$ cat src/rtl/hyst_comparator_pkg.sv
// Shared types and helpers for the hysteresis comparator.
// Holds the filter state encoding and the width used for the extended-width arithmetic.
package comparator_pkg;

  typedef enum logic [1:0] {
    LOW       = 2'd0,
    PEND_HIGH = 2'd1,
    HIGH      = 2'd2,
    PEND_LOW  = 2'd3
  } hc_state_t;

  // Two guard bits let B +/- HYST be computed without wrapping in either mode.
  function automatic int ext_width(input int width);
    return width + 2;
  endfunction

endpackage

$ cat src/rtl/hyst_comparator_if.sv
// Sample/flag bundle for hyst_comparator: the source drives in_valid/A/B/is_signed,
// and the comparator drives the raw flags and the filtered output.
interface hyst_comparator_if #(
  parameter int WIDTH = 10
);
  // Valid-only handshake: a sample transfers on every clock edge where in_valid=1.
  // There is no ready; the comparator accepts one sample per cycle unconditionally.
  logic             in_valid;
  logic [WIDTH-1:0] A;
  logic [WIDTH-1:0] B;
  logic             is_signed;
  logic             gt;
  logic             eq;
  logic             lt;
  logic             flags_valid;
  logic             out;
  logic             rise;
  logic             fall;

  modport master (
    output in_valid, A, B, is_signed,
    input  gt, eq, lt, flags_valid, out, rise, fall
  );

  modport slave (
    input  in_valid, A, B, is_signed,
    output gt, eq, lt, flags_valid, out, rise, fall
  );
endinterface

$ cat src/rtl/hyst_comparator_compare_core.sv
// Combinational compare of A against B and against the hysteresis band B +/- HYST.
// Operands are widened by two bits so out-of-range band edges simply never match.
module compare_core
  import comparator_pkg::*;
#(
  parameter int WIDTH = 10,
  parameter int HYST  = 4
) (
  input  logic [WIDTH-1:0] a,
  input  logic [WIDTH-1:0] b,
  input  logic             is_signed,
  output logic             gt,
  output logic             eq,
  output logic             lt,
  output logic             above_upper,
  output logic             below_lower
);

  localparam int EW = ext_width(WIDTH);
  localparam logic signed [EW-1:0] HYST_X = EW'(HYST);

  logic signed [EW-1:0] a_x;
  logic signed [EW-1:0] b_x;
  logic signed [EW-1:0] upper;
  logic signed [EW-1:0] lower;

  always_comb begin
    a_x = is_signed ? {{2{a[WIDTH-1]}}, a} : {2'b00, a};
    b_x = is_signed ? {{2{b[WIDTH-1]}}, b} : {2'b00, b};
    upper = b_x + HYST_X;
    lower = b_x - HYST_X;
    gt = (a_x > b_x);
    eq = (a_x == b_x);
    lt = (a_x < b_x);
    above_upper = (a_x > upper);
    below_lower = (a_x < lower);
  end

endmodule

$ cat src/rtl/hyst_comparator.sv
// Registered comparator with a hysteresis + persistence filter on the output.
// out switches only after PERSIST consecutive valid samples beyond the band edge.
module hyst_comparator
  import comparator_pkg::*;
#(
  parameter int WIDTH   = 10,
  parameter int HYST    = 4,
  parameter int PERSIST = 3
) (
  input  logic                           clk,
  input  logic                           reset,
  hyst_comparator_if.slave               bus,
  output hc_state_t                      dbg_state,
  output logic [$clog2(PERSIST+1)-1:0]   dbg_cnt
);

  localparam int CW = $clog2(PERSIST + 1);
  localparam logic [CW-1:0] PERSIST_C = CW'(PERSIST);

  logic raw_gt, raw_eq, raw_lt, above_upper, below_lower;

  compare_core #(
    .WIDTH (WIDTH),
    .HYST  (HYST)
  ) u_core (
    .a           (bus.A),
    .b           (bus.B),
    .is_signed   (bus.is_signed),
    .gt          (raw_gt),
    .eq          (raw_eq),
    .lt          (raw_lt),
    .above_upper (above_upper),
    .below_lower (below_lower)
  );

  hc_state_t      state_q, state_d;
  logic [CW-1:0]  cnt_q, cnt_d;
  logic           gt_q, gt_d;
  logic           eq_q, eq_d;
  logic           lt_q, lt_d;
  logic           flags_valid_q, flags_valid_d;
  logic           rise_q, rise_d;
  logic           fall_q, fall_d;

  always_ff @(posedge clk) begin
    if (reset) begin
      state_q       <= LOW;
      cnt_q         <= '0;
      gt_q          <= 1'b0;
      eq_q          <= 1'b0;
      lt_q          <= 1'b0;
      flags_valid_q <= 1'b0;
      rise_q        <= 1'b0;
      fall_q        <= 1'b0;
    end else begin
      state_q       <= state_d;
      cnt_q         <= cnt_d;
      gt_q          <= gt_d;
      eq_q          <= eq_d;
      lt_q          <= lt_d;
      flags_valid_q <= flags_valid_d;
      rise_q        <= rise_d;
      fall_q        <= fall_d;
    end
  end

  always_comb begin
    state_d       = state_q;
    cnt_d         = cnt_q;
    gt_d          = gt_q;
    eq_d          = eq_q;
    lt_d          = lt_q;
    flags_valid_d = 1'b0;
    rise_d        = 1'b0;
    fall_d        = 1'b0;

    if (bus.in_valid) begin
      gt_d          = raw_gt;
      eq_d          = raw_eq;
      lt_d          = raw_lt;
      flags_valid_d = 1'b1;

      case (state_q)
        LOW: begin
          if (above_upper) begin
            if (PERSIST == 1) begin
              state_d = HIGH;
              cnt_d   = '0;
              rise_d  = 1'b1;
            end else begin
              state_d = PEND_HIGH;
              cnt_d   = CW'(1);
            end
          end
        end
        PEND_HIGH: begin
          if (!above_upper) begin
            state_d = LOW;
            cnt_d   = '0;
          end else if (cnt_q + CW'(1) == PERSIST_C) begin
            state_d = HIGH;
            cnt_d   = '0;
            rise_d  = 1'b1;
          end else begin
            cnt_d = cnt_q + CW'(1);
          end
        end
        HIGH: begin
          if (below_lower) begin
            if (PERSIST == 1) begin
              state_d = LOW;
              cnt_d   = '0;
              fall_d  = 1'b1;
            end else begin
              state_d = PEND_LOW;
              cnt_d   = CW'(1);
            end
          end
        end
        PEND_LOW: begin
          if (!below_lower) begin
            state_d = HIGH;
            cnt_d   = '0;
          end else if (cnt_q + CW'(1) == PERSIST_C) begin
            state_d = LOW;
            cnt_d   = '0;
            fall_d  = 1'b1;
          end else begin
            cnt_d = cnt_q + CW'(1);
          end
        end
        default: begin
          state_d = LOW;
          cnt_d   = '0;
        end
      endcase
    end
  end

  // A pending state keeps the previous out value until the switch is confirmed.
  assign bus.out         = (state_q == HIGH) || (state_q == PEND_LOW);
  assign bus.gt          = gt_q;
  assign bus.eq          = eq_q;
  assign bus.lt          = lt_q;
  assign bus.flags_valid = flags_valid_q;
  assign bus.rise        = rise_q;
  assign bus.fall        = fall_q;
  assign dbg_state       = state_q;
  assign dbg_cnt         = cnt_q;

endmodule

$ cat src/flat_wrapper.sv
// flat-port wrapper written by rule: the top's interface ports become plain ports
module hyst_comparator_flat import comparator_pkg::*;
#(
  parameter int WIDTH   = 10,
  parameter int HYST    = 4,
  parameter int PERSIST = 3
)
  (clk, reset, dbg_state, dbg_cnt, bus_in_valid, bus_A, bus_B, bus_is_signed, bus_gt, bus_eq, bus_lt, bus_flags_valid, bus_out, bus_rise, bus_fall);
  hyst_comparator_if #(.WIDTH(WIDTH)) bus_i ();
  input  logic clk;
  input  logic reset;
  output hc_state_t dbg_state;
  output logic [$clog2(PERSIST+1)-1:0] dbg_cnt;
  input wire logic [$bits(bus_i.in_valid)-1:0] bus_in_valid;
  input wire logic [$bits(bus_i.A)-1:0] bus_A;
  input wire logic [$bits(bus_i.B)-1:0] bus_B;
  input wire logic [$bits(bus_i.is_signed)-1:0] bus_is_signed;
  output wire logic [$bits(bus_i.gt)-1:0] bus_gt;
  output wire logic [$bits(bus_i.eq)-1:0] bus_eq;
  output wire logic [$bits(bus_i.lt)-1:0] bus_lt;
  output wire logic [$bits(bus_i.flags_valid)-1:0] bus_flags_valid;
  output wire logic [$bits(bus_i.out)-1:0] bus_out;
  output wire logic [$bits(bus_i.rise)-1:0] bus_rise;
  output wire logic [$bits(bus_i.fall)-1:0] bus_fall;
  assign bus_i.in_valid = bus_in_valid;
  assign bus_i.A = bus_A;
  assign bus_i.B = bus_B;
  assign bus_i.is_signed = bus_is_signed;
  assign bus_gt = bus_i.gt;
  assign bus_eq = bus_i.eq;
  assign bus_lt = bus_i.lt;
  assign bus_flags_valid = bus_i.flags_valid;
  assign bus_out = bus_i.out;
  assign bus_rise = bus_i.rise;
  assign bus_fall = bus_i.fall;
  hyst_comparator #(.WIDTH(WIDTH), .HYST(HYST), .PERSIST(PERSIST)) u_core (.clk(clk), .reset(reset), .bus(bus_i), .dbg_state(dbg_state), .dbg_cnt(dbg_cnt));
endmodule
$ cat config.mk
export PLATFORM = sky130hd
export DESIGN_NAME = hyst_comparator_flat
export DESIGN_NICKNAME = d
export VERILOG_FILES = /design/src/rtl/hyst_comparator_pkg.sv /design/src/rtl/hyst_comparator_if.sv /design/src/rtl/hyst_comparator_compare_core.sv /design/src/rtl/hyst_comparator.sv /design/src/flat_wrapper.sv
export SDC_FILE = /design/constraint.sdc
export NUM_CORES = 1
export LEC_CHECK = 0
export CAP_MARGIN = 20
export CORE_UTILIZATION = 40
export DETAILED_ROUTE_END_ITERATION = 6
export GPL_TIMING_DRIVEN = 0
export PLACE_DENSITY = 0.67
export SYNTH_ARGS = -nofsm -noshare
export SYNTH_HDL_FRONTEND = slang
export SYNTH_HIERARCHICAL = 1
export SYNTH_SLANG_ARGS = --single-unit
$ cat constraint.sdc
create_clock -name clk -period 5.5 [get_ports clk]
set_input_delay 0.825 -clock clk [delete_from_list [all_inputs] [get_ports clk]]
set_output_delay 0.825 -clock clk [all_outputs]
set_load 0.01 [all_outputs]
==> results of run 1 <==
## where the power goes
| group | switching (uW) | internal, uW |
|---|---|---|
| combinational | 61.1 | 59.2 |
| sequential | 3.16 | 76.0 |
| clock | 21.7 | 25.1 |
| total | 85.9 | 160 |
## layout make-up
cell class | instances | area, um^2 | share of cell area
Timing Repair Buffer | 30 | 300.3 | 0.1646
Clock buffer | 3 | 22.52 | 0.01235
Inverter | 14 | 52.55 | 0.02881
Tap cell | 46 | 57.56 | 0.03155
Buffer | 6 | 33.78 | 0.01852
Sequential cell | 10 | 200.2 | 0.1097
Multi-Input combinational cell | 146 | 1157 | 0.6344
## worst register-to-register path, delay by kind of cell (launching register included)
kind               cells  cell delay (ns)
DFF                    1             0.42
and+or+nand+nor        1             0.54
AOI/OAI and AO/OA      1             0.19
muxes                  1             0.16
## cell usage after synthesis, types with 2 or more instances
library cell,n,share of area
a21o_1,4,0.021
a31oi_1,2,0.0087
ha_1,32,0.28
nand2b_1,4,0.017
nor2b_1,2,0.0087
mux2i_1,5,0.035
a21oi_1,10,0.035
xnor2_1,13,0.079
and4_1,2,0.012
nor3_1,5,0.017
dfxtp_1,10,0.14
o21ai_0,4,0.014
nor3_2,4,0.028
nor2_1,13,0.034
inv_1,13,0.034
buf_2,2,0.0069
clkbuf_1,2,0.0052
nand3_1,8,0.028
nand3_2,2,0.014
nand2_1,14,0.036
## flip-flops by register name, summed over array words and instances (netlist names)
register,cells
u_core/dbg_cnt,2
u_core/dbg_state,2
u_core/bus.eq,1
u_core/bus.fall,1
u_core/bus.flags_valid,1
u_core/bus.gt,1
u_core/bus.lt,1
u_core/bus.rise,1
## kinds of logic (layout without fill, tap and decap cells)
| kind of cell | after synthesis | count (layout) | share of synthesized area |
|---|---|---|---|
| simple gates | 65 | 65 | 0.2660 |
| fa+ha+maj | 32 | 32 | 0.2773 |
| compound gates | 31 | 31 | 0.1447 |
| buf+inv | 20 | 53 | 0.05980 |
| xor+xnor | 13 | 13 | 0.07886 |
| flops | 10 | 10 | 0.1386 |
| mux | 5 | 5 | 0.03466 |
## layer usage
metal,GRT usage,vias to the layer above,share of wire
met4,0.009524,0,0
met3,0.02484,0,0.035
met2,0.3146,26,0.48
met5,0,-,0
met1,0.2244,592,0.49
li1,-,696,-
## through the flow
stage,utilization,total power [uW]
after floorplan,-,157.1
after global placement,0.5316,196.6
after detailed placement,0.5316,201.2
after CTS,0.5382,249.9
after global routing,0.5382,267.8
final,0.5382,246.2
## how the worst max path moves through the flow
stage / startpoint / to / slack, ns / cells past startpoint
6_report: bus_B[2] / u_core/dbg_cnt[1] / 1.31 / 15
5_1_grt: bus_B[2] / u_core/dbg_cnt[1] / 1.12 / 15
4_1_cts: bus_B[2] / u_core/dbg_cnt[1] / 1.32 / 15
3_5_place_dp: bus_B[2] / u_core/dbg_cnt[1] / 1.05 / 15
3_3_place_gp: bus_B[2] / u_core/dbg_cnt[1] / 1.12 / 15
2_1_floorplan: bus_B[2] / u_core/dbg_cnt[1] / 2.12 / 14
==> results.md, run 1 <==
* Status: finished, final reports clean
* Average wire per cell in the routed design at ~12 um
* Number of placement rows at 21
* Commonest non-fill, non-tap cell in the layout: ha_1
* CP max stage delay at roughly 0.54 ns
* Cell Pwr Density at 135.0 nW/um^2
* Total CTS buffers at 3
* Worst flop-to-flop path startpoint: u_core/dbg_state[1]
* Routed wire length at approximately 3200 um
* Fraction of the yosys area taken by sequential cells at 0.1386
* Reg-to-reg slack, setup at around 4.1 ns
* Post-CTS Hold Fix Bufs at 0
* Number of warnings printed during yosys synthesis at 6
* Crit path setup slack, layout at between 1 and 1.5 ns
* Total global routing overflow at 0
* Chip width at slightly above 60 um
* Hold worst-path end: u_core/bus.eq
* CP Cell Sequence: clkdlybuf4s50_1 -> inv_1 -> ha_1 -> nand3_1 -> nor3_1 -> xnor2_1 -> ha_1 -> and4_1 -> a21oi_1 -> o21ai_1 -> a21oi_1 -> mux2i_1 -> mux2i_1 -> or4b_1 -> a31oi_1
* Mapped cell area at around 1400 um^2
* Number of max-cap violations at 0
* Yosys reg bits at 10
* Final number of max-transition violations at 0
* Length in cells of the worst reg-to-reg path at 3
* First-pass iteration count of the detailed router at 4
* Synth cell types at between 40 and 50
* Number of nets in the final layout at around 270
* Kind of critical path: in -> reg
* Number of buffers on the longest clock path at 2
* Final period utilization at 0.7620
* Layout Cells excl Fill at 255
* Pin count of the biggest net entering global routing at 11
* Setup skew after layout at around 0.0011 ns
* Ratio of cells with drive above 1 in the final layout at 0.09091
* Tightest hold margin at between 0.4 and 0.5 ns
* Die height at roughly 62 um
* Nets in the synthesized netlist at around 230
* Number of global-route vias before repair at between 1k and 1.5k
* Startpoint kind of the worst setup timing path: input port
* Highest ir drop seen on vdd at 0.1547 mV
* Placement Cell Area at ~1800 um^2
* Final number of hold-violating endpoints at 0
* Slew Limit Headroom at 0.7258
* Routed via count at between 1k and 1.5k
* Reg clk slew, reported paths at 0.06 ns
* Slew at the pin closest to its max-slew limit at a little over 0.4 ns
* Required @ worst endpoint at around 5.7 ns
* Total inserted antenna cells at 0
* Final sum of negative setup slack at 0 ns
* Clock insertion delay at the later pin of the skew report at 0.25 ns
* CTS Sinks at 10
* Critical path peak fanout at 5
* Most frequent cells in the layout: ha_1 (32), clkdlybuf4s50_1 (30), nand2_1 (14)
* Arrival time of data at the critical path endpoint at 4.37 ns
* Final Setup Violations at 0
* Clock tree from TritonCTS: done
* Average cell area after synthesis at around 8 um^2
* Cell count after placement at 252
* Pre-CTS setup slack at 1.048 ns
* Clock root buffer: clkbuf_4
* Lkg Pwr at roughly 0.00078 uW
* Endpoint of the worst-slack reg-to-reg timing path: u_core/dbg_cnt[1]
* Beginning of the worst hold path: u_core/bus.eq
* Vias per cell at between 5 and 6
* Max frequency at approximately 240 MHz
* Area of the die at just under 4000 um^2
* Buffering stage count on the worst path with inverters included at 2
* Fin area at ~1800 um^2
* Number of port buffers at 30
* Commonest register cell after synthesis: dfxtp_1
* Placer congestion estimate at 0.8011
* Overall fraction of global-route tracks in use at 0.1727
* Starting utilization of the core area at 0.4260
* Post-synthesis async set-or-reset flop share at 0
* Synthesized instance count at between 150 and 200
* Slowest-stage cell, CP: or4b_1
* Category of cells accounting for the largest share of critical-path delay: simple AND/OR/NAND/NOR gates
* # H-tree levels at 1
* HPWL Detailed at approximately 2700 um
* Minimum period implied by the final worst setup slack at between 4 and 5 ns
* Placeable core area at 3390 um^2
* Count of fill cells added during filler insertion at ~320
* Area added between synthesis and finish at 26.34%
* Resized Gates After CTS at 0
* EDFF count, synth at 0
* Count of antenna-violating nets left after detailed routing at 0
* Hold depth at 2
* Top-Level Pins at 35
* DRC Markers at 0
* Min-Delay Path Class: reg -> reg
* Starting DRC count in detailed routing at 77
* Setup repair after global routing missed its margin: no
* Wire length of the first global-routing pass at 5009 um
* Post-CTS Setup Bufs at 0
* Initial antenna violation count at 0
* Critical path capture point type: register
(Power assumes the default switching activity.)
==> run 2: changes to the inputs <==
==> constraint.sdc (replaced) <==
create_clock -name clk -period 4 [get_ports clk]
set_input_delay 0.6 -clock clk [delete_from_list [all_inputs] [get_ports clk]]
set_output_delay 0.6 -clock clk [all_outputs]
set_load 0.01 [all_outputs]
==> results.md, run 2 (synthesis results as in run 1) <==
* Overall fraction of global-route tracks in use at 0.1727 (unchanged)
* HPWL Detailed at 2712 um (unchanged)
* Area added between synthesis and finish at 26.86%
* Status: finished, final reports clean
* Starting DRC count in detailed routing at 41 (-47%)
* Beginning of the worst hold path: u_core/bus.eq
* Cell Pwr Density at 185.3 nW/um^2 (+37%)
* Max frequency at 262.0 MHz
* Required @ worst endpoint at 4.18 ns (-1.50 ns)
* Critical path capture point type: register
* Ratio of cells with drive above 1 in the final layout at 0.1053 (+0.01435)
* Cell count after placement at 252 (unchanged)
* Count of antenna-violating nets left after detailed routing at 0 (unchanged)
* Clock insertion delay at the later pin of the skew report at 0.25 ns (about the same)
* Layout Cells excl Fill at 255 (unchanged)
* Total CTS buffers at 3 (unchanged)
* Vias per cell at 5.125 (-0.53%)
* Kind of critical path: in -> reg
* Routed wire length at 3191 um (+0.66%)
* Number of buffers on the longest clock path at 2 (unchanged)
* Clock tree from TritonCTS: done
* Total inserted antenna cells at 0 (unchanged)
* CP max stage delay at 0.54 ns (about the same)
* Minimum period implied by the final worst setup slack at 3.816 ns
* Slew at the pin closest to its max-slew limit at 0.4112 ns (unchanged)
* Pin count of the biggest net entering global routing at 11 (unchanged)
* Number of port buffers at 30 (unchanged)
* Total global routing overflow at 0 (unchanged)
* Average wire per cell in the routed design at 12.51 um (+0.66%)
* Reg clk slew, reported paths at 0.06 ns (about the same)
* Top-Level Pins at 35 (unchanged)
* Area of the die at 3854 um^2 (unchanged)
* Final Setup Violations at 0 (unchanged)
* Number of nets in the final layout at 267 (unchanged)
* Start point of the critical path: bus_B[3]
* Slowest-stage cell, CP: or4b_1
* Startpoint kind of the worst setup timing path: input port
* DRC Markers at 0 (unchanged)
* Final sum of negative setup slack at 0 ns (unchanged)
* Final number of max-transition violations at 0 (unchanged)
* Crit path setup slack, layout at 0.1838 ns (-1.125 ns)
* Number of max-cap violations at 0 (unchanged)
* Pre-CTS setup slack at -0.2271 ns (-1.275 ns)
* Post-CTS Setup Bufs at 0 (unchanged)
* Number of placement rows at 21 (unchanged)
* First-pass iteration count of the detailed router at 4 (unchanged)
* Routed via count at 1307 (-0.53%)
* Die height at 62.08 um (unchanged)
* Arrival time of data at the critical path endpoint at 3.99 ns (-0.38 ns)
* Wire length of the first global-routing pass at 5009 um (unchanged)
* Min-Delay Path Class: reg -> reg
* Initial antenna violation count at 0 (unchanged)
* Setup skew after layout at 0.001121 ns (unchanged)
* Placement Cell Area at 1802 um^2 (unchanged)
* CP Cell Sequence: clkdlybuf4s50_1 -> inv_1 -> ha_2 -> nand3_1 -> nor3_2 -> xnor2_1 -> ha_1 -> and4_1 -> a21oi_1 -> o21ai_1 -> a21oi_1 -> mux2i_1 -> mux2i_1 -> or4b_1 -> a31oi_1
* Slew Limit Headroom at 0.7258 (unchanged)
* Most frequent cells in the layout: ha_1 (31), clkdlybuf4s50_1 (30), nand2_1 (14)
* Placeable core area at 3390 um^2 (unchanged)
* Critical path peak fanout at 4 (-1)
* CTS Sinks at 10 (unchanged)
* Starting utilization of the core area at 0.4260 (unchanged)
* Commonest non-fill, non-tap cell in the layout: ha_1
* Chip width at 62.08 um (unchanged)
* # H-tree levels at 1 (unchanged)
* Fin area at 1832 um^2 (+0.41%)
* Setup repair after global routing missed its margin: no
* Number of global-route vias before repair at 1219 (unchanged)
* Final period utilization at 0.9541
* Lkg Pwr at 0.0007803 uW (-0.18%)
* Highest ir drop seen on vdd at 0.2128 mV (+38%)
* Placer congestion estimate at 0.8011 (unchanged)
* Final number of hold-violating endpoints at 0 (unchanged)
* Clock root buffer: clkbuf_4
* Worst flop-to-flop path startpoint: u_core/dbg_state[1]
-- run 2: final cells by class --
type | instances | area [um^2]
well taps | 46 | 57.56
multi-input cells | 146 | 1165
clock buffers | 3 | 22.52
plain buffers | 6 | 33.78
flip-flops and latches | 10 | 200.2
repair buffers | 30 | 300.3
fillers | 321 | 1558
inverters | 14 | 52.55
-- run 2: timing repair --
action | in CTS | in global routing
hold buffers | 0 | 0
resized for setup | 0 | 3
endpoints found under the setup margin | 0 | 1
-- run 2: layer usage --
metal | track usage | vias up | wire length (um)
met5 | 0 | - | 0
met2 | 0.3146 | 28 | 1531
met3 | 0.02484 | 0 | 115
met1 | 0.2244 | 583 | 1545
met4 | 0.009524 | 0 | 0
li1 | - | 696 | -
-- run 2: path summary, 6_finish.rpt --
kind / cells past startpoint / slack (ns) / end
setup / recovery: 15 / 0.18 / u_core/dbg_cnt[1]
hold / removal: 2 / 0.50 / u_core/bus.eq
hold reg to reg: 2 / 0.50 / u_core/bus.eq
setup reg to reg: 3 / 2.61 / u_core/dbg_cnt[1]
-- run 2: worst max-delay path, delay by kind of cell --
family	cells	cell delay, ns
multiplexers	2	0.48
XOR/XNOR	1	0.15
AO/OA/AOI/OAI	4	0.58
adder cells (fa/ha/maj)	2	0.50
AND/OR/NAND/NOR	4	1.04
buffers and inverters	2	0.64
-- run 2: power breakdown --
part / internal (uW) / total [uW] / leakage [uW] / switching [uW]
logic: 81.8 / 166 / 0.000685 / 84.5
registers: 104 / 109 / 0.0000818 / 4.34
clock network: 34.5 / 64.3 / 0.0000138 / 29.8
-- run 2: through the flow --
step           total power, uW    util  hold WS, ns
2_1_floorplan            216.0       -       0.5084
5_1_grt                  369.3  0.5404       0.5348
3_5_place_dp             276.6  0.5316       0.4929
4_1_cts                  343.6  0.5382       0.5078
3_3_place_gp             270.3  0.5316       0.4821
6_report                 339.4  0.5404       0.4993
==> patch 1: new RTL, settings of run 2 <==
Make the reset (`reset`) asynchronous in one clocked block.
--- a/src/rtl/hyst_comparator.sv
+++ b/src/rtl/hyst_comparator.sv
@@ -44,3 +44,3 @@
 
-  always_ff @(posedge clk) begin
+  always_ff @(posedge clk or posedge reset) begin
     if (reset) begin
Function: differs if reset is asserted again (counterexample within 4 cycles, from zero or initial values and one cycle with reset high); with reset held inactive, the same outputs for 10 cycles.
==> patch 1 against run 2 <==
  * Synthesized area rose by 2.2%
  * Largest power group unchanged
  * Routed wire length grew 0.13%
  * Sequential cell count unchanged
  * Power rose by 57%
  * First-iteration DRC count shrank 4.9%
  * Setup slack better by 0.32 ns
  * Clock skew is 0.00099 ns higher
  * Sequential power up 44%
  * Design area rose by 2.9%
  * Cell count is 2.7% lower
==> patch 1: results (changes against run 2) <==
status complete, no violations (unchanged); depth of the worst hold-timing path 1 (was 2); Final HPWL DP 2.75 mm (was 2.71 mm); startpoint of the most critical setup path bus_B[2] (was bus_B[3]); hold endpoint u_core/bus.eq (unchanged); filler-free cell count of the finished design 248 (was 255); worst setup skew after layout 0.00211 ns (was 0.00112 ns); gpl congestion 0.831 (was 0.801); CTS clk-pin slew, worst paths 0.04 ns (was 0.06 ns); reg2reg start u_core/dbg_cnt[0] (was u_core/dbg_state[1]); part of the power in registers 29.5% (was 32.1%); via count of the first global-routing pass 1288 (was 1219); Post-layout nets 260 (was 267); number of port buffers 31 (was 30); crit path DAT 3.60 ns (was 3.99 ns); Netlist cell types 48 (was 45); worst-case register-to-register setup slack 2.89 ns (was 2.61 ns); Avg Inst Size Synth 8.78 um^2 (was 8.20 um^2); final hold slack 0.501 ns (was 0.499 ns); Total Routed Length 3.20 mm (was 3.19 mm); P_int 343 uW (was 221 uW); number of fill cells 322 (was 321); Placement Cell Area 1840 um^2 (was 1800 um^2); clk_lat worst skew 0.23 ns (was 0.25 ns); wire length of the first global-routing pass 5.59 mm (was 5.01 mm); DRC marker count from the first detailed-route iteration 39 (was 41); CTS buffer count 3 (unchanged); pre-CTS setup slack 0.262 ns (was -0.227 ns); termination of the worst setup path u_core/dbg_cnt[0] (was u_core/dbg_cnt[1]); proportion of total power due to net switching 35.5% (was 34.9%); Worst Tran Pin Value 0.393 ns (was 0.411 ns); Worst path slowest cell sky130_fd_sc_hd__clkdlybuf4s50_1 (was sky130_fd_sc_hd__or4b_1); total routing usage reported by global routing 17.7% (was 17.3%); leading register cell type out of synthesis sky130_fd_sc_hd__dfrtp_1 (was sky130_fd_sc_hd__dfxtp_1); root buf cell sky130_fd_sc_hd__clkbuf_8 (was sky130_fd_sc_hd__clkbuf_4); top area cells in the synthesized netlist sky130_fd_sc_hd__ha_1 (27%), sky130_fd_sc_hd__dfrtp_1 (17%), sky130_fd_sc_hd__xnor2_1 (7.7%) (was sky130_fd_sc_hd__ha_1 (28%), sky130_fd_sc_hd__dfxtp_1 (14%), sky130_fd_sc_hd__xnor2_1 (7.9%)); share of synthesized flip-flops with an asynchronous set or reset 100% (was 0%); net count after synthesis 224 (was 232); fraction of layout cells with a size suffix above 1 13.9% (was 10.5%); list of most frequent post-synthesis cells sky130_fd_sc_hd__ha_1 (32), sky130_fd_sc_hd__inv_1 (14), sky130_fd_sc_hd__nand2_1 (13), sky130_fd_sc_hd__xnor2_1 (13), sky130_fd_sc_hd__a21oi_1 (11) (was sky130_fd_sc_hd__ha_1 (32), sky130_fd_sc_hd__nand2_1 (14), sky130_fd_sc_hd__inv_1 (13), sky130_fd_sc_hd__nor2_1 (13), sky130_fd_sc_hd__xnor2_1 (13)); vias per cell 5.21 (was 5.13); static leakage 0.848 nW (was 0.780 nW); worst-path maximum fanout 5 (was 4); Synth-to-Final Area Change 27.7% (was 26.9%); Worst R2R End u_core/dbg_state[1] (was u_core/dbg_cnt[1]); logic depth of the worst register-to-register path 3 (unchanged)
==> patch 1: cells by family (layout without fill, tap and decap cells) <==
| logic type | Yosys count | in the layout | synth area share [%] |
|---|---|---|---|
| adder cells (fa/ha/maj) | 32 | 32 | 27.1 |
| XOR/XNOR | 13 | 13 | 7.72 |
| AND/OR/NAND/NOR | 55 | 55 | 23.3 |
| AO/OA/AOI/OAI | 33 | 33 | 14.9 |
| buffers and inverters | 20 | 54 | 5.94 |
| flip-flops | 10 | 10 | 17.0 |
| multiplexers | 5 | 5 | 3.99 |
==> patch 1: cell type report <==
class / instances / share of cell area [%]
inverter: 15 / 2.99
timing repair buffer: 31 / 16.5
sequential: 10 / 13.3
tap: 46 / 3.05
multi-input combinational: 138 / 60.4
buffer: 5 / 1.66
clock buffer: 3 / 2.19
==> patch 1: per-layer routing <==
layer	share of wire (%)	vias up	GRT usage, %
met4	1.2	0	4.65
met3	2.9	4	3.83
li1	-	674	-
met1	51	591	23.2
met2	45	24	29.2
met5	0	-	0
==> patch 2: new RTL, flow settings as in run 2 <==
Without the edit above. `WIDTH` is set to 10 in 4 places; all go to 20.
--- a/src/rtl/hyst_comparator_if.sv
+++ b/src/rtl/hyst_comparator_if.sv
@@ -3,3 +3,3 @@
 interface hyst_comparator_if #(
-  parameter int WIDTH = 10
+  parameter int WIDTH = 20
 );
--- a/src/rtl/hyst_comparator_compare_core.sv
+++ b/src/rtl/hyst_comparator_compare_core.sv
@@ -5,3 +5,3 @@
 #(
-  parameter int WIDTH = 10,
+  parameter int WIDTH = 20,
   parameter int HYST  = 4
--- a/src/rtl/hyst_comparator.sv
+++ b/src/rtl/hyst_comparator.sv
@@ -5,3 +5,3 @@
 #(
-  parameter int WIDTH   = 10,
+  parameter int WIDTH   = 20,
   parameter int HYST    = 4,
--- a/src/flat_wrapper.sv
+++ b/src/flat_wrapper.sv
@@ -3,3 +3,3 @@
 #(
-  parameter int WIDTH   = 10,
+  parameter int WIDTH   = 20,
   parameter int HYST    = 4,
Ports: changed (resized bus_A and bus_B); port bits go from 35 to 55. No check against the original RTL was run, so the function may have changed too.
==> patch 2 against run 2 <==
  * Count of clock-buffer cells in the layout is the same
  * First-iteration DRC count grew to 3.5 times the old value
  * Power grew 50%
  * Routed wire length grew 98%
  * Synthesized area grew 69%
  * Setup slack gained 0.033 ns
  * Cell count grew 77%
  * Design area grew 79%
  * Fmax grew 0.88%
  * Sequential cell count is the same
  * Core utilization grew 1.2 points
  * Combinational power grew 77%
  * Non-clock buffer count grew 30
  * Largest power group unchanged
==> patch 2: results (changes against run 2) <==
DR WL/cell 14.0 um (was 12.5 um); filler-free cell count of the finished design 451 (was 255); Final HPWL DP 5.14 mm (was 2.71 mm); number of buffers inserted to repair setup after CTS 7 (was 0); Placement Cell Area 3030 um^2 (was 1800 um^2); fraction of layout cells with a size suffix above 1 12.2% (was 10.5%); Clock buffers and inverters, area share 1.26% (was 1.23%); Post-layout nets 484 (was 267); data-path buffer share of cell area in the final layout 19.0% (was 18.2%); gpl congestion 0.827 (was 0.801); GR met3 Demand/Resource 1.82% (was 2.48%); worst-case register-to-register setup slack 2.71 ns (was 2.61 ns); adder-cell share of the synthesized area 31.7% (was 27.7%); number of fill cells 574 (was 321); Max Clock Freq 264 MHz (was 262 MHz); met1 track utilization from global routing 27.3% (was 22.4%); complex-gate fraction of the synthesized area 14.1% (was 14.5%); total via count after detailed routing 2443 (was 1307); Post-Synth XOR/XNOR Area 11.8% (was 7.89%); list of most frequent post-synthesis cells sky130_fd_sc_hd__ha_1 (62), sky130_fd_sc_hd__xnor2_1 (33), sky130_fd_sc_hd__inv_1 (26), sky130_fd_sc_hd__a21oi_1 (24), sky130_fd_sc_hd__nand2_1 (23) (was sky130_fd_sc_hd__ha_1 (32), sky130_fd_sc_hd__nand2_1 (14), sky130_fd_sc_hd__inv_1 (13), sky130_fd_sc_hd__nor2_1 (13), sky130_fd_sc_hd__xnor2_1 (13)); net count after synthesis 420 (was 232); DRC marker count from the first detailed-route iteration 143 (was 41); Worst Tran Pin Value 0.428 ns (was 0.411 ns); multiplexer share of the synthesized area 2.56% (was 3.47%); Avg Inst Size Synth 7.78 um^2 (was 8.20 um^2); layout buffer count excluding clock buffers 66 (was 36); final design instance area without fill 3270 um^2 (was 1830 um^2); P_int 318 uW (was 221 uW); status complete, no violations (unchanged)
patch 2: worst min path at each step:
stage,startpoint,end,slack [ns],depth (start not counted)
floorplan,u_core/dbg_cnt[0],u_core/dbg_cnt[0],0.51,2
global placement,u_core/bus.lt,u_core/bus.lt,0.48,2
detailed placement,u_core/bus.gt,u_core/bus.gt,0.48,2
CTS,u_core/bus.gt,u_core/bus.gt,0.50,2
global route,u_core/bus.gt,u_core/bus.gt,0.52,2
finish,u_core/bus.gt,u_core/bus.gt,0.49,2
patch 2: power by group through the flow:
stage	combinational (mW)	clock, mW	sequential [mW]
4_1_cts	0.287	0.108	0.110
5_1_grt	0.329	0.115	0.110
3_5_place_dp	0.273	0	0.112
6_report	0.294	0.104	0.110
3_3_place_gp	0.269	0	0.112
2_1_floorplan	0.166	0	0.114
patch 2: metal layers:
metal / up-vias / wire length, um / part of all wire [%]
met5: - / 0 / 0
met4: 0 / 15 / 0.24
met3: 2 / 272 / 4.3
met2: 49 / 2970 / 47
met1: 1121 / 3080 / 49
li1: 1271 / - / -
